==> src/rtl/prog_host_ctrl_if.sv <==
// Host-side bundle for prog_host_ctrl: job control, operand/result streams,
// core launch handshake and the shared data-memory port.
interface prog_host_ctrl_if #(
    parameter int unsigned AW = 8,
    parameter int unsigned DW = 8
);
    logic          go;
    logic          busy;
    logic          in_valid;
    logic [DW-1:0] in_data;
    logic          in_ready;
    logic          out_valid;
    logic [DW-1:0] out_data;
    logic          out_ready;
    logic          core_start;
    logic          core_halt;
    logic          mem_sel;
    logic [AW-1:0] mem_addr;
    logic          mem_wr_en;
    logic [DW-1:0] mem_wr_data;
    logic [DW-1:0] mem_rd_data;
    logic          done;
    logic          timeout_err;

    modport master (
        input  go, in_valid, in_data, out_ready, core_halt, mem_rd_data,
        output busy, in_ready, out_valid, out_data, core_start, mem_sel,
               mem_addr, mem_wr_en, mem_wr_data, done, timeout_err
    );

    modport slave (
        output go, in_valid, in_data, out_ready, core_halt, mem_rd_data,
        input  busy, in_ready, out_valid, out_data, core_start, mem_sel,
               mem_addr, mem_wr_en, mem_wr_data, done, timeout_err
    );
endinterface

==> src/rtl/prog_host_ctrl.sv <==
// Host sequencer: loads operands into data memory, launches the core via start/halt,
// then streams result bytes back out. Owns the memory port whenever the core is held.
module prog_host_ctrl #(
    parameter int unsigned AW          = 8,
    parameter int unsigned DW          = 8,
    parameter int unsigned LOAD_BASE   = 8,
    parameter int unsigned LOAD_LEN    = 4,
    parameter int unsigned RESULT_BASE = 8,
    parameter int unsigned RESULT_LEN  = 4,
    parameter int unsigned HOLD_CYCLES = 2,
    parameter int unsigned TIMEOUT     = 4096
) (
    input logic            clk_i,
    input logic            rst_ni,
    prog_host_ctrl_if.master bus
);

    typedef enum logic [2:0] {
        StIdle, StLoad, StLaunch, StRun, StRdAddr, StRdOut
    } state_e;

    state_e        state_q;
    logic [15:0]   idx_q;
    logic [15:0]   cnt_q;
    logic          busy_q;
    logic          in_ready_q;
    logic          out_valid_q;
    logic          out_hold_q;
    logic [DW-1:0] out_data_q;
    logic          core_start_q;
    logic          mem_sel_q;
    logic          done_q;
    logic          timeout_err_q;

    always_ff @(posedge clk_i) begin
        if (!rst_ni) begin
            state_q       <= StIdle;
            idx_q         <= '0;
            cnt_q         <= '0;
            busy_q        <= 1'b0;
            in_ready_q    <= 1'b0;
            out_valid_q   <= 1'b0;
            out_hold_q    <= 1'b0;
            out_data_q    <= '0;
            core_start_q  <= 1'b1;
            mem_sel_q     <= 1'b1;
            done_q        <= 1'b0;
            timeout_err_q <= 1'b0;
        end else begin
            unique case (state_q)
                StIdle: begin
                    if (bus.go) begin
                        busy_q        <= 1'b1;
                        done_q        <= 1'b0;
                        timeout_err_q <= 1'b0;
                        idx_q         <= '0;
                        cnt_q         <= '0;
                        if (LOAD_LEN == 0) begin
                            mem_sel_q <= 1'b0;
                            state_q   <= StLaunch;
                        end else begin
                            in_ready_q <= 1'b1;
                            state_q    <= StLoad;
                        end
                    end
                end
                StLoad: begin
                    if (bus.in_valid) begin
                        idx_q <= idx_q + 16'd1;
                        if (idx_q == 16'(LOAD_LEN - 1)) begin
                            in_ready_q <= 1'b0;
                            mem_sel_q  <= 1'b0;
                            cnt_q      <= '0;
                            state_q    <= StLaunch;
                        end
                    end
                end
                StLaunch: begin
                    if (cnt_q == 16'(HOLD_CYCLES - 1)) begin
                        cnt_q        <= '0;
                        core_start_q <= 1'b0;
                        state_q      <= StRun;
                    end else begin
                        cnt_q <= cnt_q + 16'd1;
                    end
                end
                StRun: begin
                    // Halt takes priority over a coincident timeout.
                    if (bus.core_halt) begin
                        core_start_q <= 1'b1;
                        mem_sel_q    <= 1'b1;
                        idx_q        <= '0;
                        state_q      <= StRdAddr;
                    end else if (cnt_q == 16'(TIMEOUT - 1)) begin
                        core_start_q  <= 1'b1;
                        mem_sel_q     <= 1'b1;
                        timeout_err_q <= 1'b1;
                        done_q        <= 1'b1;
                        busy_q        <= 1'b0;
                        state_q       <= StIdle;
                    end else begin
                        cnt_q <= cnt_q + 16'd1;
                    end
                end
                StRdAddr: begin
                    out_valid_q <= 1'b1;
                    out_hold_q  <= 1'b0;
                    state_q     <= StRdOut;
                end
                StRdOut: begin
                    if (bus.out_ready) begin
                        out_valid_q <= 1'b0;
                        out_hold_q  <= 1'b0;
                        idx_q       <= idx_q + 16'd1;
                        if (idx_q == 16'(RESULT_LEN - 1)) begin
                            done_q  <= 1'b1;
                            busy_q  <= 1'b0;
                            state_q <= StIdle;
                        end else begin
                            state_q <= StRdAddr;
                        end
                    end else if (!out_hold_q) begin
                        // Freeze the byte so it cannot move while the sink stalls.
                        out_hold_q <= 1'b1;
                        out_data_q <= bus.mem_rd_data;
                    end
                end
                default: state_q <= StIdle;
            endcase
        end
    end

    logic [AW-1:0] mem_addr;
    logic [DW-1:0] out_data;

    always_comb begin
        mem_addr = '0;
        if (state_q == StLoad) begin
            mem_addr = AW'(LOAD_BASE) + AW'(idx_q);
        end else if (state_q == StRdAddr || state_q == StRdOut) begin
            mem_addr = AW'(RESULT_BASE) + AW'(idx_q);
        end
    end

    always_comb begin
        out_data = '0;
        if (out_valid_q) begin
            out_data = out_hold_q ? out_data_q : bus.mem_rd_data;
        end
    end

    assign bus.busy        = busy_q;
    assign bus.in_ready    = in_ready_q;
    assign bus.out_valid   = out_valid_q;
    assign bus.out_data    = out_data;
    assign bus.core_start  = core_start_q;
    assign bus.mem_sel     = mem_sel_q;
    assign bus.mem_addr    = mem_addr;
    assign bus.mem_wr_en   = in_ready_q & bus.in_valid;
    assign bus.mem_wr_data = in_ready_q ? bus.in_data : '0;
    assign bus.done        = done_q;
    assign bus.timeout_err = timeout_err_q;

endmodule

==> src/flat_wrapper.sv <==
// flat-port wrapper written by rule: the top's interface ports become plain ports
module prog_host_ctrl_flat 
#(
    parameter int unsigned AW          = 8,
    parameter int unsigned DW          = 8,
    parameter int unsigned LOAD_BASE   = 8,
    parameter int unsigned LOAD_LEN    = 4,
    parameter int unsigned RESULT_BASE = 8,
    parameter int unsigned RESULT_LEN  = 4,
    parameter int unsigned HOLD_CYCLES = 2,
    parameter int unsigned TIMEOUT     = 4096
)
  (clk_i, rst_ni, bus_go, bus_in_valid, bus_in_data, bus_out_ready, bus_core_halt, bus_mem_rd_data, bus_busy, bus_in_ready, bus_out_valid, bus_out_data, bus_core_start, bus_mem_sel, bus_mem_addr, bus_mem_wr_en, bus_mem_wr_data, bus_done, bus_timeout_err);
  prog_host_ctrl_if #(.AW(AW), .DW(DW)) bus_i ();
  input logic clk_i;
  input logic rst_ni;
  input wire logic [$bits(bus_i.go)-1:0] bus_go;
  input wire logic [$bits(bus_i.in_valid)-1:0] bus_in_valid;
  input wire logic [$bits(bus_i.in_data)-1:0] bus_in_data;
  input wire logic [$bits(bus_i.out_ready)-1:0] bus_out_ready;
  input wire logic [$bits(bus_i.core_halt)-1:0] bus_core_halt;
  input wire logic [$bits(bus_i.mem_rd_data)-1:0] bus_mem_rd_data;
  output wire logic [$bits(bus_i.busy)-1:0] bus_busy;
  output wire logic [$bits(bus_i.in_ready)-1:0] bus_in_ready;
  output wire logic [$bits(bus_i.out_valid)-1:0] bus_out_valid;
  output wire logic [$bits(bus_i.out_data)-1:0] bus_out_data;
  output wire logic [$bits(bus_i.core_start)-1:0] bus_core_start;
  output wire logic [$bits(bus_i.mem_sel)-1:0] bus_mem_sel;
  output wire logic [$bits(bus_i.mem_addr)-1:0] bus_mem_addr;
  output wire logic [$bits(bus_i.mem_wr_en)-1:0] bus_mem_wr_en;
  output wire logic [$bits(bus_i.mem_wr_data)-1:0] bus_mem_wr_data;
  output wire logic [$bits(bus_i.done)-1:0] bus_done;
  output wire logic [$bits(bus_i.timeout_err)-1:0] bus_timeout_err;
  assign bus_i.go = bus_go;
  assign bus_i.in_valid = bus_in_valid;
  assign bus_i.in_data = bus_in_data;
  assign bus_i.out_ready = bus_out_ready;
  assign bus_i.core_halt = bus_core_halt;
  assign bus_i.mem_rd_data = bus_mem_rd_data;
  assign bus_busy = bus_i.busy;
  assign bus_in_ready = bus_i.in_ready;
  assign bus_out_valid = bus_i.out_valid;
  assign bus_out_data = bus_i.out_data;
  assign bus_core_start = bus_i.core_start;
  assign bus_mem_sel = bus_i.mem_sel;
  assign bus_mem_addr = bus_i.mem_addr;
  assign bus_mem_wr_en = bus_i.mem_wr_en;
  assign bus_mem_wr_data = bus_i.mem_wr_data;
  assign bus_done = bus_i.done;
  assign bus_timeout_err = bus_i.timeout_err;
  prog_host_ctrl #(.AW(AW), .DW(DW), .LOAD_BASE(LOAD_BASE), .LOAD_LEN(LOAD_LEN), .RESULT_BASE(RESULT_BASE), .RESULT_LEN(RESULT_LEN), .HOLD_CYCLES(HOLD_CYCLES), .TIMEOUT(TIMEOUT)) u_core (.clk_i(clk_i), .rst_ni(rst_ni), .bus(bus_i));
endmodule
==> config.mk <==
export PLATFORM = sky130hd
export DESIGN_NAME = prog_host_ctrl_flat
export DESIGN_NICKNAME = d
export VERILOG_FILES = /design/src/rtl/prog_host_ctrl_if.sv /design/src/rtl/prog_host_ctrl.sv /design/src/flat_wrapper.sv
export SDC_FILE = /design/constraint.sdc
export NUM_CORES = 1
export LEC_CHECK = 0
export BUFFER_PORTS_ARGS = -buffer_cell sky130_fd_sc_hd__buf_2
export CAP_MARGIN = 15
export CELL_PAD_IN_SITES_DETAIL_PLACEMENT = 0
export CELL_PAD_IN_SITES_GLOBAL_PLACEMENT = 2
export CORE_MARGIN = 5
export CORE_UTILIZATION = 30
export DETAILED_ROUTE_END_ITERATION = 6
export PLACE_DENSITY = 0.88
export SYNTH_ARGS = -nofsm -noshare
export SYNTH_HDL_FRONTEND = slang
export SYNTH_SLANG_ARGS = --single-unit
==> constraint.sdc <==
create_clock -name clk_i -period 1.85 [get_ports clk_i]
set_input_delay 0.185 -clock clk_i [delete_from_list [all_inputs] [get_ports clk_i]]
set_output_delay 0.185 -clock clk_i [all_outputs]
set_load 0.01 [all_outputs]
* After elaboration in Yosys (flattened, before gate mapping)
Cells that the tools add are included.
** Cells by class
- Add/sub/neg operators :: 3
- Equal/unequal tests :: 19
- Multiplexer cells :: 48
- Bitwise operators :: 2
- Reductions and logical operators :: 20
** Operators with widths (count)
- $mux 16 :: 9
- $pmux 16 s4 :: 2
- $mux 8 :: 5
- $add 16x1->16 const B :: 2
- $mux 3 :: 8
- $pmux 3 s6 :: 1
- $reduce_and 6->1 :: 3
- $eq 16x1->1 const B :: 1
- $eq 16x12->1 const B :: 1
- $eq 16x2->1 const B :: 1
- $mux 1 :: 15
- $ne 2x2->1 const B :: 6
- $pmux 1 s2 :: 6
- $reduce_and 4->1 :: 3
- $reduce_bool 2->1 :: 5
- $add 4x8->8 const A :: 1
- $ne 2x1->1 const B :: 4
- $reduce_bool 4->1 :: 2
- $eq 3x2->1 const B :: 2
- $eq 3x3->1 const B :: 2
- $pmux 1 s3 :: 2
- $reduce_and 5->1 :: 1
- $reduce_and 2->1 :: 2
- $eq 3x1->1 const B :: 1
- other kinds (7) :: 7
** Storage, ports and cells
- Register bits :: 51
- Bits of input ports :: 22
- Word-level logic and storage cells :: 104

* Depth between registers and ports, before layout
- Depth after elaboration :: 4
- Mapped depth :: 9
- Depth with buffers taken out :: 7

* Worst setup path after synthesis
Ideal clock, no wire load.
- Path type :: register -> register
- Start :: reg u_core.idx_q[0]
- End :: reg u_core.cnt_q[12]
- Library setup time :: 72 ps
- Arrival :: 1955 ps
- Required time :: 1778 ps
- Path slack :: -177 ps
- Cell stages (with the launch flop) :: 9
- Period minus slack after synthesis :: 2027 ps
- Cell sequence :: dfxtp_1 -> ha_1 -> nor4b_1 -> and4_1 -> buf_2 -> o211ai_2 -> buf_2 -> or4_1 -> a21oi_1
** Between the ends
- Cells in the longest elaborated chain, start to end :: 3
** Ends and longest elaborated chain
- from (decl) :: RTL line prog_host_ctrl.sv:23 : logic [15:0] idx_q;
- from (signal assigned) :: RTL line prog_host_ctrl.sv:69 : idx_q <= idx_q + 16'd1;
- from (signal assigned) :: RTL line prog_host_ctrl.sv:114 : idx_q <= idx_q + 16'd1;
- $eq 16x2->1 :: RTL line prog_host_ctrl.sv:70 : if (idx_q == 16'(LOAD_LEN - 1)) begin
- $ne 2x1->1 (no line)
- $reduce_and 6->1 (no line)
- to (signal assigned) :: RTL line prog_host_ctrl.sv:84 : cnt_q <= cnt_q + 16'd1;
- to (signal assigned) :: RTL line prog_host_ctrl.sv:102 : cnt_q <= cnt_q + 16'd1;
- to (decl) :: RTL line prog_host_ctrl.sv:24 : logic [15:0] cnt_q;
No other way between the ends.
A chain may end at the register's enable or synchronous reset.

* Worst setup path in the final report
- Start :: reg u_core.cnt_q[12]
- End :: reg u_core.cnt_q[10]
** Between the ends
- Cells in the longest elaborated chain, start to end :: 3
- Elaborated cells between the ends (all ways) :: 6
- Classes of those cells :: eq/ne (3); mux (2); reduce/logical (1)
** Ends and longest elaborated chain (RTL line)
- $eq 16x12->1 / $eq 16x1->1 (equally long branches) :: prog_host_ctrl.sv:94, prog_host_ctrl.sv:79
- $ne 2x2->1 (no line) / $mux 16 (equally long branches)
- $reduce_and 6->1 (no line) / $pmux 16 s4 (equally long branches)
Several ways; a longest one is shown, not always the timed one.

==> flow_metrics.py <==
metrics = {
    "power_and_ir_drop": {
        "p_int_mw": 2.57,
        "seq_power_share_pct": 31.5,
        "sw_frac_of_total_pct": 35.3,
        "p_switching_mw": 1.40,
        "peakVddDrop_mv": 0.429,
        "p_clk_share_pct": 20.9,
        "leakagePower_nw": 1.86,
        "power_density_nw_per_um2": 842,
        "pwr-share-comb_pct": 47.6,
    },
    "sta": {
        "layout_min_cycle_time_ns": 1.95,
        "max_freq_ghz": 0.512,
        "worstMarginPinSlew_ns": 0.378,
        "period_share_pct": 106,
        "hold_ws_ns": 0.100,
        "finalSetupViolCount": 15,
        "hold_viol": 0,
        "slew_headroom_pct": 74.6,
        "fin_worst_skew_ns": 0.00717,
        "rsz0062_at_grt": "true",
        "maxSlewViolCount": 0,
        "setup_slack_ns": -0.104,
    },
    "die": {
        "die_area_sq_um": 12400,
        "fp.dieW_um": 112,
        "die_h_um": 112,
        "pin_count": 54,
        "start_util_pct": 30.4,
        "core_area_sq_um": 10200,
        "num_rows": 37,
    },
    "grt": {
        "busiest_layer": "met2",
        "gr-usage-met2_pct": 25.6,
        "gr-total-overflow": 0,
        "grt_pass1_vias": 3263,
        "antenna_found_initial": 0,
        "met1_usage_pct": 17.6,
        "grt_max_degree": 18,
        "track_usage_pct": 14.5,
        "grt_pass1_wl_um": 15300,
        "met3_usage_pct": 2.83,
    },
    "synthesis": {
        "yosysWarningCount": 0,
        "syn_area_sq_um": 3090,
        "netlist_instances": 380,
        "synthFlopType": "dfxtp_1",
        "syn_nets": 406,
        "yosys_register_bits": 51,
        "ys_types": 64,
        "syn_area_per_cell_sq_um": 8.14,
        "synthArstFlopShare_pct": 0,
        "ys_seq_area_share_pct": 33.0,
        "synth_edf_count": 0,
    },
    "finish": {
        "nNetsFinal": 547,
        "utilization_pct": 46.3,
        "drive_gt1_share_pct": 43.5,
        "syn2layout_area_growth_pct": 52.3,
        "final_common_cell": "buf_4",
        "mostFrequentLayoutCells": "buf_4 (83), buf_2 (53), dfxtp_1 (39)",
        "fillers": 997,
        "diodes": 0,
        "fin_cells": 658,
    },
    "placement": {
        "placed_cells": 630,
        "gp_congestion": 0.855,
        "io_buffers": 53,
        "dp_hpwl_um": 6630,
    },
    "worst_setup_path": {
        "crit_required_ns": 2.11,
        "endpoint_kind": "register",
        "crit_family": "simple AND/OR/NAND/NOR gates",
        "crit_top_cell": "buf_4",
        "crit_chain": "or4_4 > nor4_4 > buf_4 > and2_4 > buf_6 > buf_4 > o31ai_2 > a21oi_2",
        "cpPeakStageDelay_ns": 0.55,
        "worstPathMaxFanout": 5,
        "crit_buf_inv": 3,
        "critical_path_class": "reg2reg",
        "critPathSlowestCell": "or4_4",
        "crit_arrival_ns": 2.21,
        "start_kind": "register",
    },
    "detailed_routing": {
        "drt_wl_total_um": 9510,
        "num_vias": 3357,
        "avgRoutedWirePerCell_um": 14.5,
        "dr.pass1.iters": 4,
        "ant_nets": 0,
        "drt_iter0_markers": 107,
        "viasPerCell": 5.10,
        "drc": 0,
    },
    "clock_network": {
        "htree_levels": 2,
        "path_clk_slew_ns": 0.10,
        "cts_hold_buf": 0,
        "cts-root-buf": "clkbuf_8",
        "cts_tree": "done",
        "clk_latency_ns": 0.32,
        "clock-sinks": 51,
        "cts_buffers": 5,
        "cts_max_path_buffers": 2,
    },
    "run": {
        "drv_cap": 0,
    },
    "run_status": {
        "violations": "setup timing",
        "outcome": "complete, but fails checks",
    },
    "worst_hold_path": {
        "hold_path_class": "in2reg",
    },
}
==> cells in the mapped netlist (4+ instances only) <==
| cell | number | area share (%) |
|---|---|---|
| dfxtp_1 | 51 | 33 |
| o31ai_1 | 8 | 1.9 |
| inv_1 | 5 | 0.61 |
| o211ai_1 | 4 | 0.97 |
| nor4_1 | 7 | 1.4 |
| or3_1 | 9 | 1.8 |
| a21oi_1 | 22 | 3.6 |
| nor2b_1 | 11 | 2.2 |
| and2_1 | 17 | 3.4 |
| buf_2 | 4 | 0.65 |
| o21ai_0 | 21 | 3.4 |
| mux2i_1 | 10 | 3.2 |
| xor2_1 | 6 | 1.7 |
| o22ai_1 | 5 | 1.0 |
| nand2b_1 | 4 | 0.81 |
| a21boi_1 | 9 | 2.2 |
| ha_1 | 4 | 1.6 |
| or4_1 | 9 | 2.2 |
| nand2_1 | 31 | 3.8 |
| clkbuf_1 | 12 | 1.5 |
| nor2_1 | 30 | 3.6 |
| and3_1 | 6 | 1.2 |
| nand4_1 | 7 | 1.4 |
| o21a_1 | 5 | 1.2 |
| nand3_1 | 14 | 2.3 |
| nor3_1 | 9 | 1.5 |
==> power groups by stage <==
| stage | clock, mW | sequential, mW | combinational (mW) |
|---|---|---|---|
| after floorplan | 0 | 1.27 | 0.788 |
| after global placement | 0 | 1.28 | 1.38 |
| after detailed placement | 0 | 1.29 | 1.39 |
| after CTS | 0.862 | 1.25 | 1.65 |
| after global routing | 0.913 | 1.27 | 2.03 |
| final | 0.829 | 1.25 | 1.89 |
==> metal layers <==
layer	share of wire, %	wire length [um]
met3	4.1	391
met4	1.5	138
met1	44	4210
met5	0	0
met2	50	4770
==> state kept, by name, summed over array words and instances (netlist names) <==
| register | cells |
|---|---|
| u_core.bus.busy | 1 |
| u_core.bus.core_start | 1 |
| u_core.bus.done | 1 |
| u_core.bus.in_ready | 1 |
| u_core.bus.mem_sel | 1 |
| u_core.bus.out_valid | 1 |
| u_core.bus.timeout_err | 1 |
| u_core.cnt_q | 16 |
| u_core.idx_q | 16 |
| u_core.out_data_q | 8 |
| u_core.out_hold_q | 1 |
| u_core.state_q | 3 |
==> cell type report <==
class | count | area [sq um] | area share (%)
multi-input cells | 302 | 2220 | 47.2
clock inverters | 3 | 47.5 | 1.01
clock buffers | 5 | 68.8 | 1.46
inverters | 6 | 22.5 | 0.478
repair buffers | 155 | 1130 | 24.0
well taps | 136 | 170 | 3.61
flip-flops and latches | 51 | 1050 | 22.3
==> through the flow <==
stage	setup TNS [ns]	power, mW	worst slack [ns]	area [sq um]
5_1_grt	-2.70	4.21	-0.185	4710
4_1_cts	-1.56	3.77	-0.127	4420
3_5_place_dp	-2.72	2.68	-0.197	4070
3_3_place_gp	-1.88	2.65	-0.122	4070
2_1_floorplan	-0.143	2.06	-0.0536	3150
6_report	-0.693	3.97	-0.104	4710
==> cell families (layout without fill, tap and decap cells) <==
kind of cell    count (synthesis)  after routing  share of synthesized area [%]
simple gates                  174            175                           31.3
flops                          51             51                           33.0
compound gates                103            103                           22.5
xor+xnor                        9              9                           2.55
mux                            11             11                           3.96
fa+ha+maj                       4              4                           1.62
buf+inv                        28            169                           5.05
==> worst register-to-register path: stages, from the launching register on <==
cell and delay, ns:
dfxtp_4 0.36, or4_4 0.56, nor4_4 0.13, buf_4 0.19, and2_4 0.22, buf_6 0.13
buf_4 0.10, o31ai_2 0.07, a21oi_2 0.14
==> what timing repair did <==
item,CTS,global route
resized for setup,37,56
pin swaps,24,30
buffers inserted,9,13
cloned,2,0
setup endpoints to repair,37,47
==> worst paths after layout <==
| check | startpoint | end | slack, ns | cells past startpoint |
|---|---|---|---|---|
| worst max-delay path | u_core.cnt_q[12]$_SDFFE_PN0P_ | u_core.cnt_q[10]$_SDFFE_PN0P_ | -0.10 | 8 |
| worst min-delay path | bus_mem_rd_data[4] | u_core.out_data_q[4]$_SDFFE_PN0P_ | 0.10 | 3 |
| worst max register to register | u_core.cnt_q[12]$_SDFFE_PN0P_ | u_core.cnt_q[10]$_SDFFE_PN0P_ | -0.10 | 8 |
| worst min register to register | u_core.bus.busy$_SDFFE_PN0P_ | u_core.bus.busy$_SDFFE_PN0P_ | 0.46 | 2 |
No activity file was read; power rests on OpenSTA's default activity.
